<file path="src/rtl/pic_pkg.sv">
`default_nettype none
// ============================================================================
//  Module      : pic_pkg
//  Description : Shared types and helpers for the PIC priority controller:
//                channel-index width function, acknowledge FSM states and
//                EOI command encodings.
//  Revision    : 1.0 - initial release
// ============================================================================
package pic_pkg;

    // Channel-index width for an N-channel controller (at least one bit)
    function automatic int id_width(input int n);
        return (n > 1) ? $clog2(n) : 1;
    endfunction

    // Two-pulse INTA acknowledge handshake
    typedef enum logic [0:0] {
        IDLE = 1'b0,
        ACK2 = 1'b1
    } pic_state_t;

    // Decoded EOI command
    localparam logic [1:0] c_eoi_none    = 2'd0;
    localparam logic [1:0] c_eoi_nonspec = 2'd1;
    localparam logic [1:0] c_eoi_spec    = 2'd2;

endpackage
`default_nettype wire

</file>
<file path="src/rtl/pic_rot_prio_enc.sv">
`default_nettype none
// ============================================================================
//  Module      : pic_rot_prio_enc
//  Description : Combinational rotated priority encoder. Channel
//                (lowest_ptr+1) mod N is the highest priority, wrapping
//                round to lowest_ptr as the lowest.
//  Revision    : 1.0 - initial release
// ============================================================================
module pic_rot_prio_enc #(
    parameter int N    = 8,
    parameter int ID_W = 3
) (
    input  logic [N-1:0]    vec,
    input  logic [ID_W-1:0] lowest_ptr,
    output logic            valid,
    output logic [ID_W-1:0] id
);

    logic [ID_W-1:0] w_start;
    logic [2*N-1:0]  w_dbl;
    logic [N-1:0]    w_rot;
    logic [ID_W-1:0] w_ofs;

    // Rotate so that bit 0 of w_rot is the highest-priority channel
    assign w_start = lowest_ptr + ID_W'(1);
    assign w_dbl   = {vec, vec};
    assign w_rot   = w_dbl[w_start +: N];

    // Find the lowest set bit of the rotated vector and map it back to a channel
    always_comb begin
        w_ofs = '0;
        valid = |w_rot;
        for (int k = N - 1; k >= 0; k--) begin
            if (w_rot[k]) begin
                w_ofs = ID_W'(k);
            end
        end
        id = w_start + w_ofs;
    end

endmodule
`default_nettype wire

</file>
<file path="src/rtl/pic_priority_controller.sv">
`default_nettype none
// ============================================================================
//  Module      : pic_priority_controller
//  Description : Clocked PIC core. Owns IRR/ISR, resolves fully-nested or
//                rotating priority, runs the two-pulse INTA handshake and
//                handles non-specific, specific and automatic EOI plus
//                set-lowest-priority rotation.
//  Revision    : 1.0 - initial release
// ============================================================================
module pic_priority_controller
    import pic_pkg::*;
#(
    parameter int N     = 8,
    parameter int ID_W  = id_width(N),
    parameter int VEC_W = 8
) (
    input  logic                  clk,
    input  logic                  rst_n,
    input  logic [N-1:0]          irq,
    input  logic [N-1:0]          imr,
    input  logic                  level_mode,
    input  logic                  rotate_mode,
    input  logic                  auto_eoi,
    input  logic                  inta,
    input  logic                  eoi,
    input  logic                  eoi_specific,
    input  logic [ID_W-1:0]       eoi_level,
    input  logic                  set_lowest,
    input  logic [ID_W-1:0]       set_level,
    input  logic [VEC_W-ID_W-1:0] vec_base,
    output logic                  int_req,
    output logic                  vector_valid,
    output logic [VEC_W-1:0]      vector,
    output logic [N-1:0]          irr_out,
    output logic [N-1:0]          isr_out,
    output logic                  ack_busy
);

    localparam logic [N-1:0]    c_one     = N'(1);
    localparam logic [ID_W-1:0] c_spur_id = ID_W'(N - 1);

    logic [N-1:0]    r_irq_q;
    logic [N-1:0]    r_irr;
    logic [N-1:0]    r_isr;
    logic [ID_W-1:0] r_lowest_ptr;
    pic_state_t      r_state;
    logic [ID_W-1:0] r_sel;
    logic            r_spurious;
    logic            r_int_req;
    logic            r_vector_valid;
    logic [VEC_W-1:0] r_vector;

    logic [N-1:0]    w_req;
    logic            w_req_valid;
    logic [ID_W-1:0] w_req_id;
    logic            w_isr_valid;
    logic [ID_W-1:0] w_isr_id;
    logic [ID_W-1:0] w_req_rank;
    logic [ID_W-1:0] w_isr_rank;
    logic            w_cand;
    logic            w_grant;
    logic            w_auto_clr;
    logic [1:0]      w_eoi_cmd;
    logic            w_eoi_hit;
    logic [ID_W-1:0] w_eoi_id;
    logic [N-1:0]    w_set_mask;
    logic [N-1:0]    w_clr_mask;
    logic [N-1:0]    w_irr_next;
    logic [ID_W-1:0] w_ptr_next;

    assign w_req = r_irr & ~imr;

    pic_rot_prio_enc #(.N(N), .ID_W(ID_W)) u_irr_enc (
        .vec        (w_req),
        .lowest_ptr (r_lowest_ptr),
        .valid      (w_req_valid),
        .id         (w_req_id)
    );

    pic_rot_prio_enc #(.N(N), .ID_W(ID_W)) u_isr_enc (
        .vec        (r_isr),
        .lowest_ptr (r_lowest_ptr),
        .valid      (w_isr_valid),
        .id         (w_isr_id)
    );

    // Rank 0 is the highest priority; a request must strictly outrank the ISR
    assign w_req_rank = w_req_id - r_lowest_ptr - ID_W'(1);
    assign w_isr_rank = w_isr_id - r_lowest_ptr - ID_W'(1);
    assign w_cand     = w_req_valid && (!w_isr_valid || (w_req_rank < w_isr_rank));

    assign w_grant    = (r_state == IDLE) && inta && w_cand;
    assign w_auto_clr = (r_state == ACK2) && inta && auto_eoi && !r_spurious;
    assign w_eoi_cmd  = !eoi ? c_eoi_none : (eoi_specific ? c_eoi_spec : c_eoi_nonspec);

    // Resolve which ISR bit an EOI command targets; an empty ISR ignores EOI
    always_comb begin
        w_eoi_hit = 1'b0;
        w_eoi_id  = '0;
        case (w_eoi_cmd)
            c_eoi_none: begin
                w_eoi_hit = 1'b0;
            end
            c_eoi_nonspec: begin
                w_eoi_hit = w_isr_valid;
                w_eoi_id  = w_isr_id;
            end
            c_eoi_spec: begin
                w_eoi_hit = |r_isr;
                w_eoi_id  = eoi_level;
            end
            default: begin
                w_eoi_hit = 1'b0;
            end
        endcase
    end

    // Set/clear masks and next-state for IRR and the lowest-priority pointer
    always_comb begin
        w_set_mask = w_grant ? (c_one << w_req_id) : '0;
        w_clr_mask = (w_eoi_hit ? (c_one << w_eoi_id) : '0)
                   | (w_auto_clr ? (c_one << r_sel) : '0);
        if (level_mode) begin
            w_irr_next = irq;
        end else begin
            // Grant clear beats a coincident new edge on the same bit
            w_irr_next = ((r_irr | (irq & ~r_irq_q)) & irq) & ~w_set_mask;
        end
        // set_lowest beats any rotation; EOI rotation beats auto-EOI rotation
        w_ptr_next = r_lowest_ptr;
        if (set_lowest) begin
            w_ptr_next = set_level;
        end else if (rotate_mode && w_eoi_hit) begin
            w_ptr_next = w_eoi_id;
        end else if (rotate_mode && w_auto_clr) begin
            w_ptr_next = r_sel;
        end
    end

    // Request/service registers; a set of an ISR bit wins over its clear
    always_ff @(posedge clk) begin
        if (!rst_n) begin
            r_irq_q      <= '0;
            r_irr        <= '0;
            r_isr        <= '0;
            r_lowest_ptr <= c_spur_id;
            r_int_req    <= 1'b0;
        end else begin
            r_irq_q      <= irq;
            r_irr        <= w_irr_next;
            r_isr        <= (r_isr & ~w_clr_mask) | w_set_mask;
            r_lowest_ptr <= w_ptr_next;
            r_int_req    <= w_cand && (r_state == IDLE);
        end
    end

    // Two-pulse INTA handshake with registered vector outputs
    always_ff @(posedge clk) begin
        if (!rst_n) begin
            r_state        <= IDLE;
            r_sel          <= '0;
            r_spurious     <= 1'b0;
            r_vector_valid <= 1'b0;
            r_vector       <= '0;
        end else begin
            r_vector_valid <= 1'b0;
            case (r_state)
                IDLE: begin
                    if (inta) begin
                        r_state <= ACK2;
                        if (w_cand) begin
                            r_sel      <= w_req_id;
                            r_spurious <= 1'b0;
                        end else begin
                            r_sel      <= c_spur_id;
                            r_spurious <= 1'b1;
                        end
                    end
                end
                ACK2: begin
                    if (inta) begin
                        r_state        <= IDLE;
                        r_vector_valid <= 1'b1;
                        r_vector       <= {vec_base, r_sel};
                    end
                end
                default: begin
                    r_state <= IDLE;
                end
            endcase
        end
    end

    assign int_req      = r_int_req;
    assign vector_valid = r_vector_valid;
    assign vector       = r_vector;
    assign irr_out      = r_irr;
    assign isr_out      = r_isr;
    assign ack_busy     = (r_state == ACK2);

endmodule
`default_nettype wire
</file>
<file path="config.mk">
export PLATFORM = sky130hd
export DESIGN_NAME = pic_priority_controller
export DESIGN_NICKNAME = d
export VERILOG_FILES = /design/src/rtl/pic_pkg.sv /design/src/rtl/pic_rot_prio_enc.sv /design/src/rtl/pic_priority_controller.sv
export SDC_FILE = /design/constraint.sdc
export NUM_CORES = 1
export LEC_CHECK = 0
export BUFFER_PORTS_ARGS = -buffer_cell sky130_fd_sc_hd__buf_4
export CORE_MARGIN = 3
export CORE_UTILIZATION = 60
export DETAILED_ROUTE_END_ITERATION = 8
export HOLD_SLACK_MARGIN = 0.06
export PLACE_DENSITY = 0.84
export SETUP_SLACK_MARGIN = 0.15
export SLEW_MARGIN = 0
export SYNTH_ARGS = -nofsm -noshare
export SYNTH_HDL_FRONTEND = slang
export SYNTH_SLANG_ARGS = --single-unit
</file>
<file path="constraint.sdc">
create_clock -name clk -period 9.9 [get_ports clk]
set_input_delay 0.99 -clock clk [delete_from_list [all_inputs] [get_ports clk]]
set_output_delay 0.99 -clock clk [all_outputs]
set_load 0.02 [all_outputs]
</file>
==> out/metrics.yaml <==
cts:
  cts_setup_buffers: 0
  clk_path_buf_depth: 2
  htreeDepth: 2
  clock-root-buffer: "clkbuf_8"
  ctsResizeCount: 0
  cts-buffers-inserted: 5
  clock_latency_ns: 0.29
  cts_hold_buf: 0
  cts_tree: "yes"
  cts_sinks: 42
  path_clk_slew_ns: 0.08
setup_path:
  critPathRequiredTime_ns: 10.08
  cp_max_fo: 23
  cp_common_cell: "ha_1"
  slowest_stage: "ha_1"
  start_kind: "flop"
  end_kind: "flop"
  cpPeakStageDelay_ns: 0.90
  critPathArrivalTime_ns: 6.79
  criticalPathCategory: "flop to flop"
  path_cells: "ha_1 -> clkinv_1 -> mux2i_1 -> nand2b_1 -> a21bo_2 -> a21boi_0 -> o21ba_2 -> ha_1 -> inv_1 -> fa_1 -> inv_1 -> fa_1 -> xnor2_1 -> xnor2_1 -> ha_1 -> nor2b_1 -> o21ai_1 -> nand2_1 -> or2_2 -> o31a_1"
timing:
  post-route-period-util_pct: 66.8
  fmax_mhz: 151
  maxSlewViolCount: 0
  fin_skew_ns: 0.00600
  relSlewSlack_pct: 36.7
  fin_tns_setup_ns: 0
  whs_ns: 0.495
  tightest_slew_ns: 0.950
  rsz0062_at_grt: "false"
  period_minus_slack_ns: 6.62
  final-hold-violation-count: 0
  setup_viol: 0
route:
  wl_microns: 7870
  wl_per_cell_microns: 17.2
  dr_total_vias: 2851
  via_per_inst: 6.22
  drc: 0
  drt-pass1-iter-count: 5
  initialDrtViolationCount: 191
  antenna_left: 0
job:
  drv_cap: 0
floorplanning:
  coreArea_sq_mm: 0.00485
  initial_core_util_pct: 63.8
  die_y_microns: 77.8
  io_pins: 63
  die_w_microns: 77.8
  die_area_sq_mm: 0.00605
  row_count: 25
grt:
  grt_max_degree: 27
  grt.total_usage_pct: 26.4
  overflow: 0
  antenna_found_initial: 0
  grt_pass1_wl_microns: 12800
  grt_pass1_vias: 2756
run_status:
  status: "completed"
yosys:
  yosysWarnings: 0
  synth-seq-cells: 42
  avgSynthCellArea_sq_um: 9.26
  synth_top_area_share_pct: 27.2
  synthFlopType: "dfxtp_1"
  yosysSeqAreaShare_pct: 27.2
  yosysMostFrequentCell: "dfxtp_1"
  syn-num-nets: 383
  synth_area_leaders: "dfxtp_1, mux4_2, mux2i_1"
  synth_edf_count: 0
  synthTopCellsByCount: "dfxtp_1, nor2_1, nand2_1"
  synthCells: 334
  yosysTopAreaCell: "dfxtp_1"
  async_flop_share_pct: 0
  syn_area_sq_mm: 0.00309
  synth.distinct_cells: 59
placed_design:
  placement.io_buffers: 62
  dpl_cell_area_sq_mm: 0.00358
  dp.cells: 451
  dp_hpwl_microns: 6110
  gp_congestion: 0.873
layout:
  antenna_cells: 0
  post-route-cell-area_sq_mm: 0.00366
  final_cells: 458
  nNetsFinal: 440
  drive_gt1_share_pct: 25.8
  syn2layout_area_growth_pct: 18.5
min_path:
  hold_path_class: "flop to flop"
final timing paths:
path,from,slack (ns),end,cells after the start
worst max-delay path,r_lowest_ptr[0]$_SDFFE_PN1P_,3.28,irr_out[5]$_SDFF_PN0_,20
worst min-delay path,r_irq_q[2]$_SDFF_PN0_,0.49,irr_out[2]$_SDFF_PN0_,3
worst max register to register,r_lowest_ptr[0]$_SDFFE_PN1P_,3.28,irr_out[5]$_SDFF_PN0_,20
worst min register to register,r_irq_q[2]$_SDFF_PN0_,0.49,irr_out[2]$_SDFF_PN0_,3
cell usage in the layout, fill, tap and decap left out, drive strengths merged, types with 7 or more instances in the layout:
cell   count
and2       9
xnor2      8
inv       13
ha         9
dfxtp     42
mux2       9
buf       63
nor2      40
o21ai     16
nor2b     13
mux2i     24
a31oi      9
nand3      7
mux4      16
nand2     27
flip-flops by register name, summed over array words and instances, names as in the netlist:
| signal | flops |
|---|---|
| isr_out | 8 |
| int_req | 1 |
| r_irq_q | 8 |
| irr_out | 8 |
| vector | 8 |
| r_spurious | 1 |
| ack_busy | 1 |
| r_lowest_ptr | 3 |
| vector_valid | 1 |
| r_sel | 3 |
through the flow:
stage,worst slack [ns],util (%)
after global placement,3.62,73.9
after global routing,2.89,75.6
after CTS,3.32,75.6
after floorplan,4.68,-
final,3.28,75.6
after detailed placement,3.35,73.9
cell families (layout without fill, tap and decap cells):
kind of cell | count (synthesis) | after routing | share of synthesized area, %
AND/OR/NAND/NOR | 121 | 121 | 19.7
AO/OA/AOI/OAI | 72 | 72 | 16.7
multiplexers | 49 | 49 | 23.2
flip-flops | 42 | 42 | 27.2
buffers and inverters | 27 | 84 | 3.80
adder cells (fa/ha/maj) | 13 | 13 | 6.23
XOR/XNOR | 10 | 10 | 3.07
cell type report:
class	count	area, sq um
Clock buffer	6	72.6
Clock inverter	1	7.51
Fill cell	368	1180
Inverter	14	52.6
Multi-Input combinational cell	265	2130
Sequential cell	42	841
Tap cell	67	83.8
Timing Repair Buffer	63	473
critical path: cells and delay by family, from the launching register on:
family,cells,cell delay (ns)
adders and majority gates,5,2.39
muxes,1,0.39
DFF,1,0.87
and+or+nand+nor,4,0.67
xor gates and xnor gates,2,0.29
AOI/OAI and AO/OA,5,1.16
buffers and inverters,3,0.74
layer usage:
metal	track usage (%)	up-vias	wire, microns
li1	-	1346	-
met1	33.5	1347	3280
met2	44.7	141	3910
met3	3.71	17	477
met4	11.4	0	202
met5	0	-	0
Power is left out: the tool's default activity adds up to more than one toggle a clock period on the data nets, which glitch-free logic cannot reach.
